==> src/rtl/flag_gen_seq.sv <==
// -----------------------------------------------------------------------------
// flag_gen_seq
//   Chunk-serial subtractor with NZCV flag generation. An operand pair is
//   captured in IDLE and A - B is formed CHUNK bits per clock, least
//   significant chunk first, as A + ~B + 1 with a rippled carry register.
//   After the last chunk the difference and flags are held in DONE until the
//   consumer accepts them.
//
// Parameters
//   WIDTH     operand / difference width (integer multiple of CHUNK)
//   CHUNK     bits processed per clock (>= 1)
//
// Ports
//   clk       clock, rising-edge active
//   rst_n     asynchronous active-low reset
//   in_valid  operand pair offered
//   in_ready  block can accept operands (IDLE only)
//   op_a      minuend A
//   op_b      subtrahend B
//   out_valid diff and flags valid (DONE only)
//   out_ready consumer takes the result
//   diff      A - B modulo 2^WIDTH (registered)
//   FlagN     negative: diff[WIDTH-1]
//   FlagZ     zero: diff == 0
//   FlagC     carry out of the subtraction (1 = no borrow)
//   FlagV     signed overflow of A - B
// -----------------------------------------------------------------------------
module flag_gen_seq #(
   parameter int WIDTH = 32,
   parameter int CHUNK = 8
) (
   input  logic             clk,
   input  logic             rst_n,
   input  logic             in_valid,
   output logic             in_ready,
   input  logic [WIDTH-1:0] op_a,
   input  logic [WIDTH-1:0] op_b,
   output logic             out_valid,
   input  logic             out_ready,
   output logic [WIDTH-1:0] diff,
   output logic             FlagN,
   output logic             FlagZ,
   output logic             FlagC,
   output logic             FlagV
);

   localparam int NCHUNK = WIDTH / CHUNK;
   localparam int CNT_W  = (NCHUNK > 1) ? $clog2(NCHUNK) : 1;
   localparam logic [CNT_W-1:0] LAST_CHUNK = CNT_W'(NCHUNK - 1);

   typedef enum logic [1:0] {
      IDLE,
      CALC,
      DONE
   } state_e;

   state_e           state_q, state_d;
   logic [WIDTH-1:0] a_q, a_d;
   logic [WIDTH-1:0] b_q, b_d;
   logic [WIDTH-1:0] diff_q, diff_d;
   logic [CNT_W-1:0] cnt_q, cnt_d;
   logic             carry_q, carry_d;
   logic             n_q, n_d;
   logic             z_q, z_d;
   logic             c_q, c_d;
   logic             v_q, v_d;

   // Current chunk slice and its adder
   logic [31:0]      base;
   logic [CHUNK-1:0] a_chunk;
   logic [CHUNK-1:0] b_chunk;
   logic [CHUNK:0]   sum;

   always_comb begin
      base    = 32'(cnt_q) * 32'(CHUNK);
      a_chunk = a_q[base +: CHUNK];
      b_chunk = b_q[base +: CHUNK];
      sum     = {1'b0, a_chunk} + {1'b0, ~b_chunk} + {{CHUNK{1'b0}}, carry_q};
   end

   // -------------------------------------------------------------------------
   // State register and datapath registers
   // -------------------------------------------------------------------------
   always_ff @(posedge clk or negedge rst_n) begin
      if (!rst_n) begin
         state_q <= IDLE;
         a_q     <= '0;
         b_q     <= '0;
         diff_q  <= '0;
         cnt_q   <= '0;
         carry_q <= 1'b1;
         n_q     <= 1'b0;
         z_q     <= 1'b0;
         c_q     <= 1'b0;
         v_q     <= 1'b0;
      end else begin
         state_q <= state_d;
         a_q     <= a_d;
         b_q     <= b_d;
         diff_q  <= diff_d;
         cnt_q   <= cnt_d;
         carry_q <= carry_d;
         n_q     <= n_d;
         z_q     <= z_d;
         c_q     <= c_d;
         v_q     <= v_d;
      end
   end

   // -------------------------------------------------------------------------
   // Next-state and datapath logic
   // -------------------------------------------------------------------------
   always_comb begin
      state_d = state_q;
      a_d     = a_q;
      b_d     = b_q;
      diff_d  = diff_q;
      cnt_d   = cnt_q;
      carry_d = carry_q;
      n_d     = n_q;
      z_d     = z_q;
      c_d     = c_q;
      v_d     = v_q;

      unique case (state_q)
         IDLE: begin
            if (in_valid) begin
               a_d     = op_a;
               b_d     = op_b;
               cnt_d   = '0;
               carry_d = 1'b1;
               // The previous result is dropped on accept so a partial diff
               // never carries stale high chunks.
               diff_d  = '0;
               n_d     = 1'b0;
               z_d     = 1'b0;
               c_d     = 1'b0;
               v_d     = 1'b0;
               state_d = CALC;
            end
         end

         CALC: begin
            diff_d[base +: CHUNK] = sum[CHUNK-1:0];
            carry_d = sum[CHUNK];
            if (cnt_q == LAST_CHUNK) begin
               // Flags are taken from the completed diff_d so they land in
               // the same edge as the final chunk.
               n_d     = diff_d[WIDTH-1];
               z_d     = (diff_d == '0);
               c_d     = sum[CHUNK];
               v_d     = (a_q[WIDTH-1] != b_q[WIDTH-1]) &&
                         (diff_d[WIDTH-1] != a_q[WIDTH-1]);
               state_d = DONE;
            end else begin
               cnt_d = cnt_q + 1'b1;
            end
         end

         DONE: begin
            if (out_ready) begin
               state_d = IDLE;
            end
         end

         default: begin
            state_d = IDLE;
         end
      endcase
   end

   // -------------------------------------------------------------------------
   // Outputs
   // -------------------------------------------------------------------------
   assign in_ready  = (state_q == IDLE);
   assign out_valid = (state_q == DONE);
   assign diff      = diff_q;
   assign FlagN     = n_q;
   assign FlagZ     = z_q;
   assign FlagC     = c_q;
   assign FlagV     = v_q;

endmodule

==> config.mk <==
export PLATFORM = sky130hd
export DESIGN_NAME = flag_gen_seq
export DESIGN_NICKNAME = d
export VERILOG_FILES = /design/src/rtl/flag_gen_seq.sv
export SDC_FILE = /design/constraint.sdc
export NUM_CORES = 1
export LEC_CHECK = 0
export ABC_CLOCK_PERIOD_IN_PS = 7600
export CORE_ASPECT_RATIO = 0.7
export CORE_MARGIN = 2
export CORE_UTILIZATION = 49
export CTS_CLUSTER_SIZE = 30
export DETAILED_ROUTE_END_ITERATION = 7
export PLACE_DENSITY = 0.77
export SKIP_LAST_GASP = 1
export SLEW_MARGIN = 20
export SYNTH_ARGS = -nofsm -noshare
export SYNTH_HDL_FRONTEND = slang
export SYNTH_SLANG_ARGS = --single-unit
==> constraint.sdc <==
create_clock -name clk -period 7.6 [get_ports clk]
set_input_delay 1.52 -clock clk [delete_from_list [all_inputs] [get_ports clk]]
set_output_delay 1.52 -clock clk [all_outputs]
set_load 0.01 [all_outputs]
# Word-level counts from Yosys, hierarchy flattened
# Cells that the tools add are included.
[word_totals] register_bits=105 input_bits=68 output_inout_bits=38
[classes] addsub=4 n_eq_ne=9 shifts=4 muxes=21 bitwise_logic=1 reduce_logical=9
[op_table] op="case mux 32 bit (2 select lines)" n=1
[op_table] op="indexed part select 32 x 6 -> 8 bit" n=2
[op_table] op="negator 5 -> 34 bit" n=1
[op_table] op="variable shift 8 x 34 -> 32 bit (first input constant)" n=1
[op_table] op="indexed part select 8 x 34 -> 32 bit" n=1
[op_table] op="bitwise mux 32 bit" n=1
[op_table] op="logical NOT 32 bit" n=1
[op_table] op="two-way mux 32 bit" n=1
[op_table] op="two-way mux 2 bit" n=5
[op_table] op="case mux 1 bit (2 select lines)" n=5
[op_table] op="adder 8 x 8 -> 9 bit" n=1
[op_table] op="adder 9 x 1 -> 9 bit" n=1
[op_table] op="AND reduction 3 bit" n=3
[op_table] op="NOT 8 bit" n=1
[op_table] op="two-way mux 1 bit" n=6
[op_table] op="inequality test 2 bit (second input constant)" n=3
[op_table] op="case mux 2 bit (3 select lines)" n=1
[op_table] op="equality test 2 bit (second input constant)" n=2
[op_table] op="case mux 2 bit (2 select lines)" n=1
[op_table] op="AND reduction 2 bit" n=2
[op_table] op="adder 2 x 1 -> 2 bit (second input constant)" n=1
[op_table] op="equality test 2 x 1 -> 1 bit (second input constant)" n=1
[op_table] op="logical NOT 2 bit" n=1
[op_table] op="inequality test 1 bit" n=2
[op_table] op="3 further kinds" n=3

# Depth between registers and ports, before layout
[depth] word_depth=10 ltp_mapped=12 depth_no_buf=11

# Worst setup path before layout
# No wires, ideal clock.
[synth_timing] path_type="register -> register" startpoint="reg cnt_q[0]" endpoint="reg z_q, in the netlist FlagZ" setup_ps=65 t_arrival_ps=3433 slack_ps=4102 stages_incl_launch_ff=12 cell_sequence="dfrtp_1 -> buf_2 -> buf_2 -> mux4_2 -> fa_1 -> inv_1 -> fa_1 -> nand2b_1 -> and2_1 -> a2111oi_2 -> o2111a_1 -> a31o_1"
[synth_between] elab_chain_len=9
[synth_rtl] item="start: declaration" line="61" rtl="logic [CNT_W-1:0] cnt_q, cnt_d;"
[synth_rtl] item="start signal: assignment" line="101" rtl="cnt_q <= cnt_d;"
[synth_rtl] item="indexed part select 32 x 6 -> 8 bit" line="77" rtl="b_chunk = b_q[base +: CHUNK];"
[synth_rtl] item="NOT 8 bit" line="78" rtl="sum = {1'b0, a_chunk} + {1'b0, ~b_chunk} + {{CHUNK{1'b0}}, carry_q};"
[synth_rtl] item="adder 8 x 8 -> 9 bit" line="78"
[synth_rtl] item="adder 9 x 1 -> 9 bit" line="78"
[synth_rtl] item="indexed part select 8 x 34 -> 32 bit" line="144" rtl="diff_d[base +: CHUNK] = sum[CHUNK-1:0];"
[synth_rtl] item="bitwise mux 32 bit" line="144"
[synth_rtl] item="logical NOT 32 bit" line="150" rtl="z_d = (diff_d == '0);"
[synth_rtl] item="two-way mux 1 bit" line="146" rtl="if (cnt_q == LAST_CHUNK) begin"
[synth_rtl] item="case mux 1 bit (2 select lines)" line="125" rtl="unique case (state_q)"
[synth_rtl] item="end signal: assignment" line="104" rtl="z_q <= z_d;"
[synth_rtl] item="end: declaration" line="64" rtl="logic z_q, z_d;"
# Several ways; a longest one is shown, not always the timed one. The select of a mux whose other input is x is not followed.
# A chain may end at the register's enable or synchronous reset.

# Worst setup path after layout
[layout_timing] startpoint="reg cnt_q[1]" endpoint="reg z_q, in the netlist FlagZ"
# The elaborated chain is that of the path after synthesis.

==> flow_summary.json <==
{
  "status": "completed",
  "synth_warnings": 0,
  "ys_types": 47,
  "post_cts_resized": 0,
  "ys.flop_type": "dfrtp_1",
  "arrival_ps": 3920,
  "max-slew-margin-rel": 0.409,
  "antenna_found_initial": 0,
  "min_path_type": "reg2reg",
  "ys_seq_area_frac": 0.529,
  "die_area_sq_um": 11000,
  "first_iter_violations": 233,
  "clock.fmax_ghz": 0.272,
  "synth_seq_cells": 105,
  "grt_pass1_vias": 3649,
  "area_growth_pct": 30.9,
  "holdPathEnd": "b_q[22]$_DFFE_PN0P_",
  "synthArstFlopShare": 1.00,
  "num_vias": 3472,
  "synth_area_per_cell_sq_um": 13.5,
  "tightest_slew_ps": 886,
  "timing.final.crit_period_ps": 3680,
  "post_cts_buffers": 0,
  "fin_crit_sh": 0.484,
  "hp-start": "b_q[22]$_DFFE_PN0P_",
  "drt_pass1_iterations": 4,
  "highest_layer": "met4",
  "die_y_um": 88.3,
  "rsz0062_at_grt": "false",
  "fin_skew_ps": 8.59,
  "reg2reg_depth": 11,
  "ioPinCount": 106,
  "crit_required_ps": 7840,
  "wl_per_cell_um": 19.0,
  "port_buffers": 105,
  "r2r-end": "FlagZ$_DFFE_PN0P_",
  "whs_path_depth": 1,
  "finalSetupViolations": 0,
  "cts.sinks": 105,
  "synth_edf_count": 0,
  "slew_violations": 0,
  "max_cap_viol_count": 0,
  "drive_gt1_frac": 0.226,
  "final_hold_viol_count": 0,
  "root_buffer": "clkbuf_16",
  "detail_route.drc_violations": 0,
  "nets": 555,
  "r2r-start": "cnt_q[1]$_DFFE_PN0P_",
  "synthCells": 368,
  "finalSetupTns_ps": 0,
  "path_clk_slew_ps": 70,
  "postCtsHoldBufs": 0,
  "wl_met1_um": 5070,
  "grt_max_degree": 72,
  "n_antenna_cell": 0,
  "cts_made_buffers": 9,
  "clockBufferDepth": 2,
  "h-tree-depth": 3,
  "wl_met3_um": 821,
  "drt.antenna.violating_nets": 0,
  "fp-row-count": 30,
  "wl_um": 11500,
  "gp_congestion": 0.870,
  "core_sq_um": 9800,
  "grt_pass1_wl_um": 19200,
  "crit_fanout": 20,
  "syn-num-nets": 451,
  "cp-start-kind": "flip-flop",
  "initial_core_util": 0.508,
  "endpoint_kind": "flip-flop",
  "dpl.hpwl_um": 8290,
  "wl_met2_um": 5360,
  "worstSkewPairLatency_ps": 350,
  "cts_tree": "yes",
  "mostFrequentLayoutCells": "dfrtp_1, clkdlybuf4s50_1, mux2_2",
  "syn_area_sq_um": 4970,
  "gr-total-overflow": 0,
  "ff2ff_setup_slack_ps": 3920,
  "worstSetupPathType": "reg2reg",
  "die_width_um": 124,
  "viasPerCell": 5.74,
  "track_usage": 0.225
}
layout make-up:
| cell class | instances | area [sq um] |
|---|---|---|
| Clock buffer | 12 | 267 |
| Clock inverter | 4 | 97.6 |
| Fill cell | 706 | 3290 |
| Inverter | 15 | 56.3 |
| Multi-Input combinational cell | 233 | 2230 |
| Sequential cell | 105 | 2630 |
| Tap cell | 128 | 160 |
| Timing Repair Buffer | 108 | 1070 |
registers in the layout, indices dropped and copies added, names as in the netlist:
name	count
state_q	2
a_q	32
FlagV	1
carry_q	1
diff	32
b_q	32
FlagZ	1
FlagC	1
FlagN	1
cnt_q	2
metal layers:
layer	up-vias	track usage
met1	1735	0.305
met3	19	0.0550
met5	-	0
met4	0	0.0776
met2	127	0.364
li1	1591	-
critical path: stages (launching register included):
cell      delay (ps)
dfrtp_1          910
mux4_2           410
inv_1             90
fa_1             190
inv_1             60
fa_1             400
a21o_1           210
a311o_1          370
a32oi_1          450
nand2_1          120
o2111a_1         150
a31o_1           210
worst max path at each step:
stage / from / end / cells after the start
2_1_floorplan: cnt_q[0]$_DFFE_PN0P_ / FlagZ$_DFFE_PN0P_ / 11
6_report: cnt_q[1]$_DFFE_PN0P_ / FlagZ$_DFFE_PN0P_ / 11
5_1_grt: cnt_q[1]$_DFFE_PN0P_ / FlagZ$_DFFE_PN0P_ / 11
3_3_place_gp: cnt_q[1]$_DFFE_PN0P_ / FlagZ$_DFFE_PN0P_ / 11
3_5_place_dp: cnt_q[1]$_DFFE_PN0P_ / FlagZ$_DFFE_PN0P_ / 11
4_1_cts: cnt_q[1]$_DFFE_PN0P_ / FlagZ$_DFFE_PN0P_ / 11
cells in the mapped netlist (2+ instances only):
cell      number  share of area
a211o_1        2         0.0035
a21o_1         2         0.0030
a21oi_1       14          0.014
a22o_1        27          0.048
and2_1         4         0.0050
buf_2          3         0.0030
clkbuf_1      12         0.0091
dfrtp_1      104           0.52
fa_1           2         0.0081
ha_1          13          0.033
inv_1         15          0.011
mux2_2        66           0.15
mux2i_1        2         0.0040
mux4_2        16          0.072
nand2_1       13         0.0098
nand2b_1       4         0.0050
nand3_1        3         0.0030
nand3b_1       3         0.0045
nand4_1        2         0.0025
nor2_1        11         0.0083
nor2b_1        5         0.0063
nor4_1         5         0.0063
o211ai_1       2         0.0030
o21a_1         4         0.0060
o21ai_0        4         0.0040
o31ai_1        6         0.0091
xnor2_1        3         0.0053
xor2_1         2         0.0035
through the flow:
stage	util	hold slack, ps	std cells	setup slack [ps]	area, sq um
global route	0.664	515	605	3690	6510
CTS	0.664	508	605	3900	6510
detailed placement	0.627	494	589	3900	6140
global placement	0.627	485	589	4020	6140
floorplan	-	475	368	4100	4970
finish	0.664	503	605	3920	6510
cells by family (layout without fill, tap and decap cells):
group,count (synthesis),after routing,share of synthesized area
buffers and inverters,30,139,0.0234
and+or+nand+nor,58,58,0.0632
muxes,84,84,0.226
AOI/OAI and AO/OA,71,71,0.109
xor gates and xnor gates,5,5,0.00881
DFF,105,105,0.529
adders and majority gates,15,15,0.0408
Power is not shown: default switching activity piles up to over one toggle a cycle in this logic, so the estimate is an artifact.
